**src/rtl/gba_color_blender.sv**
```systemverilog
// Purpose: GBA color special effects (alpha, brighten, darken, semi-transparent OBJ) on resolved pixels.
// Latency: 3 register stages; a pixel presented after edge N is captured at N+1 and is valid after N+3.
// Backpressure: every stage advances only when out_valid is low or out_ready is high; in_ready mirrors that.
module gba_color_blender #(
    parameter int LINE_W      = 240,
    parameter int PIPE_STAGES = 3
) (
    input  logic        clk,
    input  logic        rst_b,
    input  logic        clear,
    input  logic        line_start,
    input  logic [15:0] bldcnt,
    input  logic [15:0] bldalpha,
    input  logic [15:0] bldy,
    input  logic        in_valid,
    output logic        in_ready,
    input  logic [14:0] color0,
    input  logic [14:0] color1,
    input  logic [2:0]  top_id,
    input  logic [2:0]  bot_id,
    input  logic        top_semitrans,
    input  logic        sfx_en,
    output logic        out_valid,
    input  logic        out_ready,
    output logic [14:0] out_color,
    output logic [7:0]  out_x,
    output logic        out_last
);

    typedef enum logic [1:0] {OP_PASS = 2'd0, OP_ALPHA = 2'd1, OP_BRIGHT = 2'd2, OP_DARK = 2'd3} op_t;

    generate
        if (PIPE_STAGES != 3) begin : g_bad_stages
            $error("gba_color_blender supports only PIPE_STAGES == 3");
        end
    endgenerate

    logic [15:0] sh_cnt, sh_alpha, sh_y;
    logic        adv;
    logic        out_hs;

    assign adv      = ~out_valid | out_ready;
    assign in_ready = adv;
    assign out_hs   = out_valid & out_ready;

    // Upper register bits carry no effect meaning on this block.
    logic unused_bits;
    assign unused_bits = ^{sh_cnt[15:14], sh_alpha[15:13], sh_alpha[7:5], sh_y[15:5]};

    function automatic logic [4:0] clamp16(input logic [4:0] v);
        return (v > 5'd16) ? 5'd16 : v;
    endfunction

    // Ids 6 and 7 fall in the zero-extended bits, so they never count as targets.
    function automatic logic is_tgt(input logic [5:0] set, input logic [2:0] id);
        logic [7:0] ext;
        ext = {2'b00, set};
        return ext[id];
    endfunction

    // Shadow copies of the blend registers, refreshed only at line start.
    always_ff @(posedge clk or negedge rst_b) begin
        if (!rst_b) begin
            sh_cnt   <= '0;
            sh_alpha <= '0;
            sh_y     <= '0;
        end else if (line_start) begin
            sh_cnt   <= bldcnt;
            sh_alpha <= bldalpha;
            sh_y     <= bldy;
        end
    end

    // ---------------- Stage 1: effect decode ----------------
    op_t        op_d;
    logic [4:0] c0_d, c1_d;

    // Effect select in priority order; the semi-transparent OBJ case bypasses the 1st-target test.
    always_comb begin
        op_d = OP_PASS;
        if (!sfx_en) begin
            op_d = OP_PASS;
        end else if (top_semitrans && is_tgt(sh_cnt[13:8], bot_id)) begin
            op_d = OP_ALPHA;
        end else if (!is_tgt(sh_cnt[5:0], top_id)) begin
            op_d = OP_PASS;
        end else begin
            case (sh_cnt[7:6])
                2'd0:    op_d = OP_PASS;
                2'd1:    op_d = is_tgt(sh_cnt[13:8], bot_id) ? OP_ALPHA : OP_PASS;
                2'd2:    op_d = OP_BRIGHT;
                default: op_d = OP_DARK;
            endcase
        end
        c0_d = (op_d == OP_ALPHA) ? clamp16(sh_alpha[4:0]) : clamp16(sh_y[4:0]);
        c1_d = clamp16(sh_alpha[12:8]);
    end

    logic       s1_vld;
    op_t        s1_op;
    logic [14:0] s1_a, s1_b;
    logic [4:0] s1_c0, s1_c1;

    // Stage 1 register: captures operands and coefficients so later shadow reloads cannot touch this pixel.
    always_ff @(posedge clk or negedge rst_b) begin
        if (!rst_b) begin
            s1_vld <= 1'b0;
            s1_op  <= OP_PASS;
            s1_a   <= '0;
            s1_b   <= '0;
            s1_c0  <= '0;
            s1_c1  <= '0;
        end else if (clear) begin
            s1_vld <= 1'b0;
        end else if (adv) begin
            s1_vld <= in_valid;
            s1_op  <= op_d;
            s1_a   <= color0;
            s1_b   <= color1;
            s1_c0  <= c0_d;
            s1_c1  <= c1_d;
        end
    end

    // ---------------- Stage 2: per-channel multiply ----------------
    logic [2:0][9:0] p0_d, p1_d;
    logic [4:0]      av, bv, mv;

    // p0 = (a or 31-a) * eva/evy, p1 = b * evb; products stay below 512.
    always_comb begin
        p0_d = '0;
        p1_d = '0;
        av   = '0;
        bv   = '0;
        mv   = '0;
        for (int ch = 0; ch < 3; ch++) begin
            av = s1_a[ch*5 +: 5];
            bv = s1_b[ch*5 +: 5];
            mv = (s1_op == OP_BRIGHT) ? (5'd31 - av) : av;
            p0_d[ch] = 10'(mv) * 10'(s1_c0);
            p1_d[ch] = 10'(bv) * 10'(s1_c1);
        end
    end

    logic            s2_vld;
    op_t             s2_op;
    logic [14:0]     s2_a;
    logic [2:0][9:0] s2_p0, s2_p1;

    // Stage 2 register: products travel with the original top color for pass/brighten/darken.
    always_ff @(posedge clk or negedge rst_b) begin
        if (!rst_b) begin
            s2_vld <= 1'b0;
            s2_op  <= OP_PASS;
            s2_a   <= '0;
            s2_p0  <= '0;
            s2_p1  <= '0;
        end else if (clear) begin
            s2_vld <= 1'b0;
        end else if (adv) begin
            s2_vld <= s1_vld;
            s2_op  <= s1_op;
            s2_a   <= s1_a;
            s2_p0  <= p0_d;
            s2_p1  <= p1_d;
        end
    end

    // ---------------- Stage 3: sum, shift, saturate ----------------
    logic [14:0] res_d;
    logic [9:0]  sum;
    logic [5:0]  shv;
    logic [4:0]  ac, dv;

    // Alpha can reach 62 and is saturated; brighten/darken are bounded by construction.
    always_comb begin
        res_d = '0;
        sum   = '0;
        shv   = '0;
        ac    = '0;
        dv    = '0;
        for (int ch = 0; ch < 3; ch++) begin
            ac  = s2_a[ch*5 +: 5];
            sum = s2_p0[ch] + s2_p1[ch];
            shv = 6'(sum >> 4);
            dv  = 5'(s2_p0[ch] >> 4);
            case (s2_op)
                OP_ALPHA:  res_d[ch*5 +: 5] = (shv > 6'd31) ? 5'd31 : shv[4:0];
                OP_BRIGHT: res_d[ch*5 +: 5] = ac + dv;
                OP_DARK:   res_d[ch*5 +: 5] = ac - dv;
                default:   res_d[ch*5 +: 5] = ac;
            endcase
        end
    end

    logic [7:0] x_inc, x_now;
    assign x_inc = (out_x == 8'(LINE_W - 1)) ? 8'd0 : out_x + 8'd1;
    assign x_now = out_hs ? x_inc : out_x;

    // Output register and column counter; out_x advances on each handshake so a held pixel keeps its column.
    always_ff @(posedge clk or negedge rst_b) begin
        if (!rst_b) begin
            out_valid <= 1'b0;
            out_color <= '0;
            out_x     <= '0;
            out_last  <= 1'b0;
        end else if (clear) begin
            out_valid <= 1'b0;
            out_x     <= '0;
            out_last  <= 1'b0;
        end else begin
            if (out_hs) begin
                out_x <= x_inc;
            end
            if (adv) begin
                out_valid <= s2_vld;
                out_color <= res_d;
                out_last  <= s2_vld & (x_now == 8'(LINE_W - 1));
            end
        end
    end

endmodule

```
**config.mk**
```make
export PLATFORM = sky130hd
export DESIGN_NAME = gba_color_blender
export DESIGN_NICKNAME = d
export VERILOG_FILES = /design/src/rtl/gba_color_blender.sv
export SDC_FILE = /design/constraint.sdc
export NUM_CORES = 1
export LEC_CHECK = 0
export ABC_AREA = 0
export CAP_MARGIN = 30
export CORE_ASPECT_RATIO = 1.4
export CORE_UTILIZATION = 58
export DETAILED_ROUTE_END_ITERATION = 10
export GPL_TIMING_DRIVEN = 0
export HOLD_SLACK_MARGIN = 0.06
export PLACE_DENSITY = 0.8
export SETUP_SLACK_MARGIN = 0.4
export SYNTH_ARGS = -nofsm -noshare
export SYNTH_HDL_FRONTEND = slang
export SYNTH_SLANG_ARGS = --single-unit
```
**constraint.sdc**
```tcl
create_clock -name clk -period 13.5 [get_ports clk]
set_clock_uncertainty 0.2 [all_clocks]
set_input_delay 3.375 -clock clk [delete_from_list [all_inputs] [get_ports clk]]
set_output_delay 3.375 -clock clk [all_outputs]
set_load 0.02 [all_outputs]
```
==> results.sh <==
export IMPL_p_total_mw=2.19
export IMPL_numPortBuffers=97
export IMPL_clock_latency_ns=0.44
export IMPL_synth_seq_area_share=0.331
export IMPL_critPathRequiredTime_ns=9.93
export IMPL_p_sw_uw=859
export IMPL_relSlewSlack=0.339
export IMPL_tritoncts="done"
export IMPL_gr_usage_all_layers=0.316
export IMPL_ir_drop_mv=0.126
export IMPL_cts_resized=0
export IMPL_dp_cells=1855
export IMPL_routedWlPerCell_um=18.3
export IMPL_status="finished clean"
export IMPL_synth_cell_type_count=62
export IMPL_grt_pass1_vias=11400
export IMPL_ys_ff_latch=175
export IMPL_cts_buffers=17
export IMPL_root_buffer="clkbuf_16"
export IMPL_report_final_slew_viol_count=0
export IMPL_route_detailed_drc=0
export IMPL_postRouteAntennaNets=0
export IMPL_p_leak_nw=7.66
export IMPL_viasPerCell=5.82
export IMPL_gp_congestion=0.946
export IMPL_hold_start="s2_p1[10]$_DFFE_PN0P_"
export IMPL_cap_violations=0
export IMPL_synth_top_area_frac=0.331
export IMPL_synth_ff_type="dfrtp_1"
export IMPL_setup_slack_ns=5.14
export IMPL_synth_area_top_cells="dfrtp_1 33%, ha_1 14%, nand2_1 9.0%, fa_1 8.6%, and2_1 3.2%"
export IMPL_crit_path_end_kind="output pin"
export IMPL_core_area_um2=22400
export IMPL_crit_fanout=7
export IMPL_async_flop_share=1.00
export IMPL_critPathLaunchType="primary input"
export IMPL_clkSinkCount=175
export IMPL_hold_viol=0
export IMPL_setup_viol=0
export IMPL_switching_share=0.393
export IMPL_final_common_cell="nand2_1"
export IMPL_synth_fp_nets=1753
export IMPL_num_antenna_cells=0
export IMPL_fin_crit_ns=8.36
export IMPL_fmax_mhz=120
export IMPL_antenna_found_initial=0
export IMPL_p_int_mw=1.33
export IMPL_hp_class="reg -> reg"
export IMPL_start_util=0.590
export IMPL_dpl_hpwl_mm=26.7
export IMPL_fin_area_um2=15200
export IMPL_powerDensity_nw_per_um2=144
export IMPL_critPathTopFamily="buffers and inverters"
export IMPL_netlist_instances=1456
export IMPL_layout_common_cells="316 x nand2_1, 175 x dfrtp_1, 148 x ha_1"
export IMPL_syn_area_um2=13200
export IMPL_drt_pass1_iter_count=5
export IMPL_synth_edff_count=0
export IMPL_grt_max_degree=125
export IMPL_worstReg2RegStart="s1_op[0]$_DFFE_PN0P_"
export IMPL_avgSynthCellArea_um2=9.09
export IMPL_die_area_um2=23400
export IMPL_critPathLaunch="out_ready"
export IMPL_overflow=0
export IMPL_ctsHoldBuffers=0
export IMPL_crit_path_frequent_cell="clkdlybuf4s50_1"
export IMPL_combPwrFrac=0.449
export IMPL_die_height_um=181
export IMPL_syn2layout_area_growth_pct=14.7
export IMPL_finalCritPeriodShare=0.619
export IMPL_fin_cells=1885
export IMPL_drtIter0Drc=654
export IMPL_fp_row_count=65
export IMPL_nets=1870
export IMPL_die_w_um=130
export IMPL_rsz0062_at_grt="no"
export IMPL_yosysWarnings=0
export IMPL_tightest_slew_ns=0.966
export IMPL_p_seq_frac=0.332
export IMPL_critPathKind="in -> out"
export IMPL_placed_cell_area_um2=14600
export IMPL_cts_buffer_depth=2
export IMPL_path_cells="clkdlybuf4s50_1 -> nor2b_1 -> buf_2 -> inv_1 -> clkdlybuf4s50_1"
export IMPL_htree_levels=4
export IMPL_tns_ns=0
export IMPL_n_fill_cell=1808
export IMPL_grt_pass1_wl_mm=56.4
export IMPL_critPathBufInv=4
export IMPL_post_cts_setup_buffers=0
export IMPL_wirelength_mm=34.5
export IMPL_pre_cts_slack_ns=5.14
export IMPL_vias=11000
export IMPL_max_stage_delay_ns=0.59
export IMPL_path_clk_slew_ns=0.06
export IMPL_cp_slowest_cell="clkdlybuf4s50_1"
export IMPL_worst_ep_arrival_time_ns=4.78
export IMPL_drive_gt1_frac=0.0600
export IMPL_yosysTopAreaCell="dfrtp_1"
export IMPL_clkPwrFrac=0.219
export IMPL_pin_count=118
==> final timing paths <==
check | endpoint | slack [ns] | depth (start not counted)
worst max-delay path | in_ready | 5.14 | 5
worst min-delay path | s2_p1[10]$_DFFE_PN0P_ | 0.28 | 2
worst max register to register | s2_p0[9]$_DFFE_PN0P_ | 8.30 | 16
worst min register to register | s2_p1[10]$_DFFE_PN0P_ | 0.28 | 2
max in group asynchronous | s1_a[1]$_DFFE_PN0P_ | 9.48 | 2
min in group asynchronous | out_color[5]$_DFFE_PN0P_ | 2.62 | 1
==> cell type report <==
class                   instances  area [µm²]  area share
plain buffers                  51         214      0.0141
clock buffers                  20         457      0.0301
clock inverters                10         105     0.00693
inverters                     111         417      0.0275
multi-input cells            1119        8220       0.542
flip-flops and latches        175        4380       0.289
well taps                     301         377      0.0248
repair buffers                 98        1000      0.0661
==> kinds of logic after synthesis <==
family	after synthesis	share of synthesized area
AO/OA/AOI/OAI	236	0.112
XOR/XNOR	84	0.0566
adder cells (fa/ha/maj)	205	0.226
buffers and inverters	162	0.0477
flip-flops	175	0.331
multiplexers	37	0.0327
AND/OR/NAND/NOR	557	0.194
==> cell usage after synthesis (all sizes together), types with 7 or more instances <==
cell type  instances
nand2            316
dfrtp            175
ha               148
inv              110
o21ai             72
and2              68
a21oi             58
fa                57
nor2              56
xnor2             47
xor2              36
clkbuf            32
mux2              30
nor2b             27
a21o              26
nand3             21
buf               19
nor3              15
nand2b            11
nand3b            10
o21bai            10
a211oi             7
a31oi              7
o22ai              7
o31ai              7
or2                7
==> flip-flops by register name, indices dropped and copies added (netlist names) <==
name and count:
s2_p0 25, out_x 8, s1_b 15, sh_y 5, dv 5, out_valid 1, s2_op 2, sh_alpha 10
out_color 15, s1_c1 5, s1_a 15, sh_cnt 14, s2_p1 30, s2_a 15, s1_op 2, s1_vld 1
s1_c0 5, s2_vld 1, out_last 1
==> worst min-delay path, stage by stage, from the launching register on <==
cell and delay, ns:
dfrtp_1 0.35, nand2_1 0.05, nand2_1 0.05
==> power groups by stage <==
stage               logic, mW  clock network [mW]  registers, mW
floorplan               0.710                   0          0.703
global placement        0.933                   0          0.729
detailed placement      0.966                   0          0.732
CTS                     0.979               0.484          0.722
global route             1.11               0.509          0.733
finish                  0.982               0.480          0.725
==> layer usage <==
layer  global-route usage  vias up  routed length [µm]
li1                     -     5089                   -
met1                0.368     5439               13600
met2                0.549      332               17400
met3               0.0423      107                1460
met4                0.182        0                1990
met5                    0        -                   0
==> stage by stage <==
stage | hold slack (ns) | utilization
after global routing | 0.310 | 0.676
after floorplan | 0.238 | -
final | 0.277 | 0.676
after CTS | 0.279 | 0.676
after global placement | 0.250 | 0.650
after detailed placement | 0.266 | 0.651
Note: power is estimated with default switching activity, not from simulation.
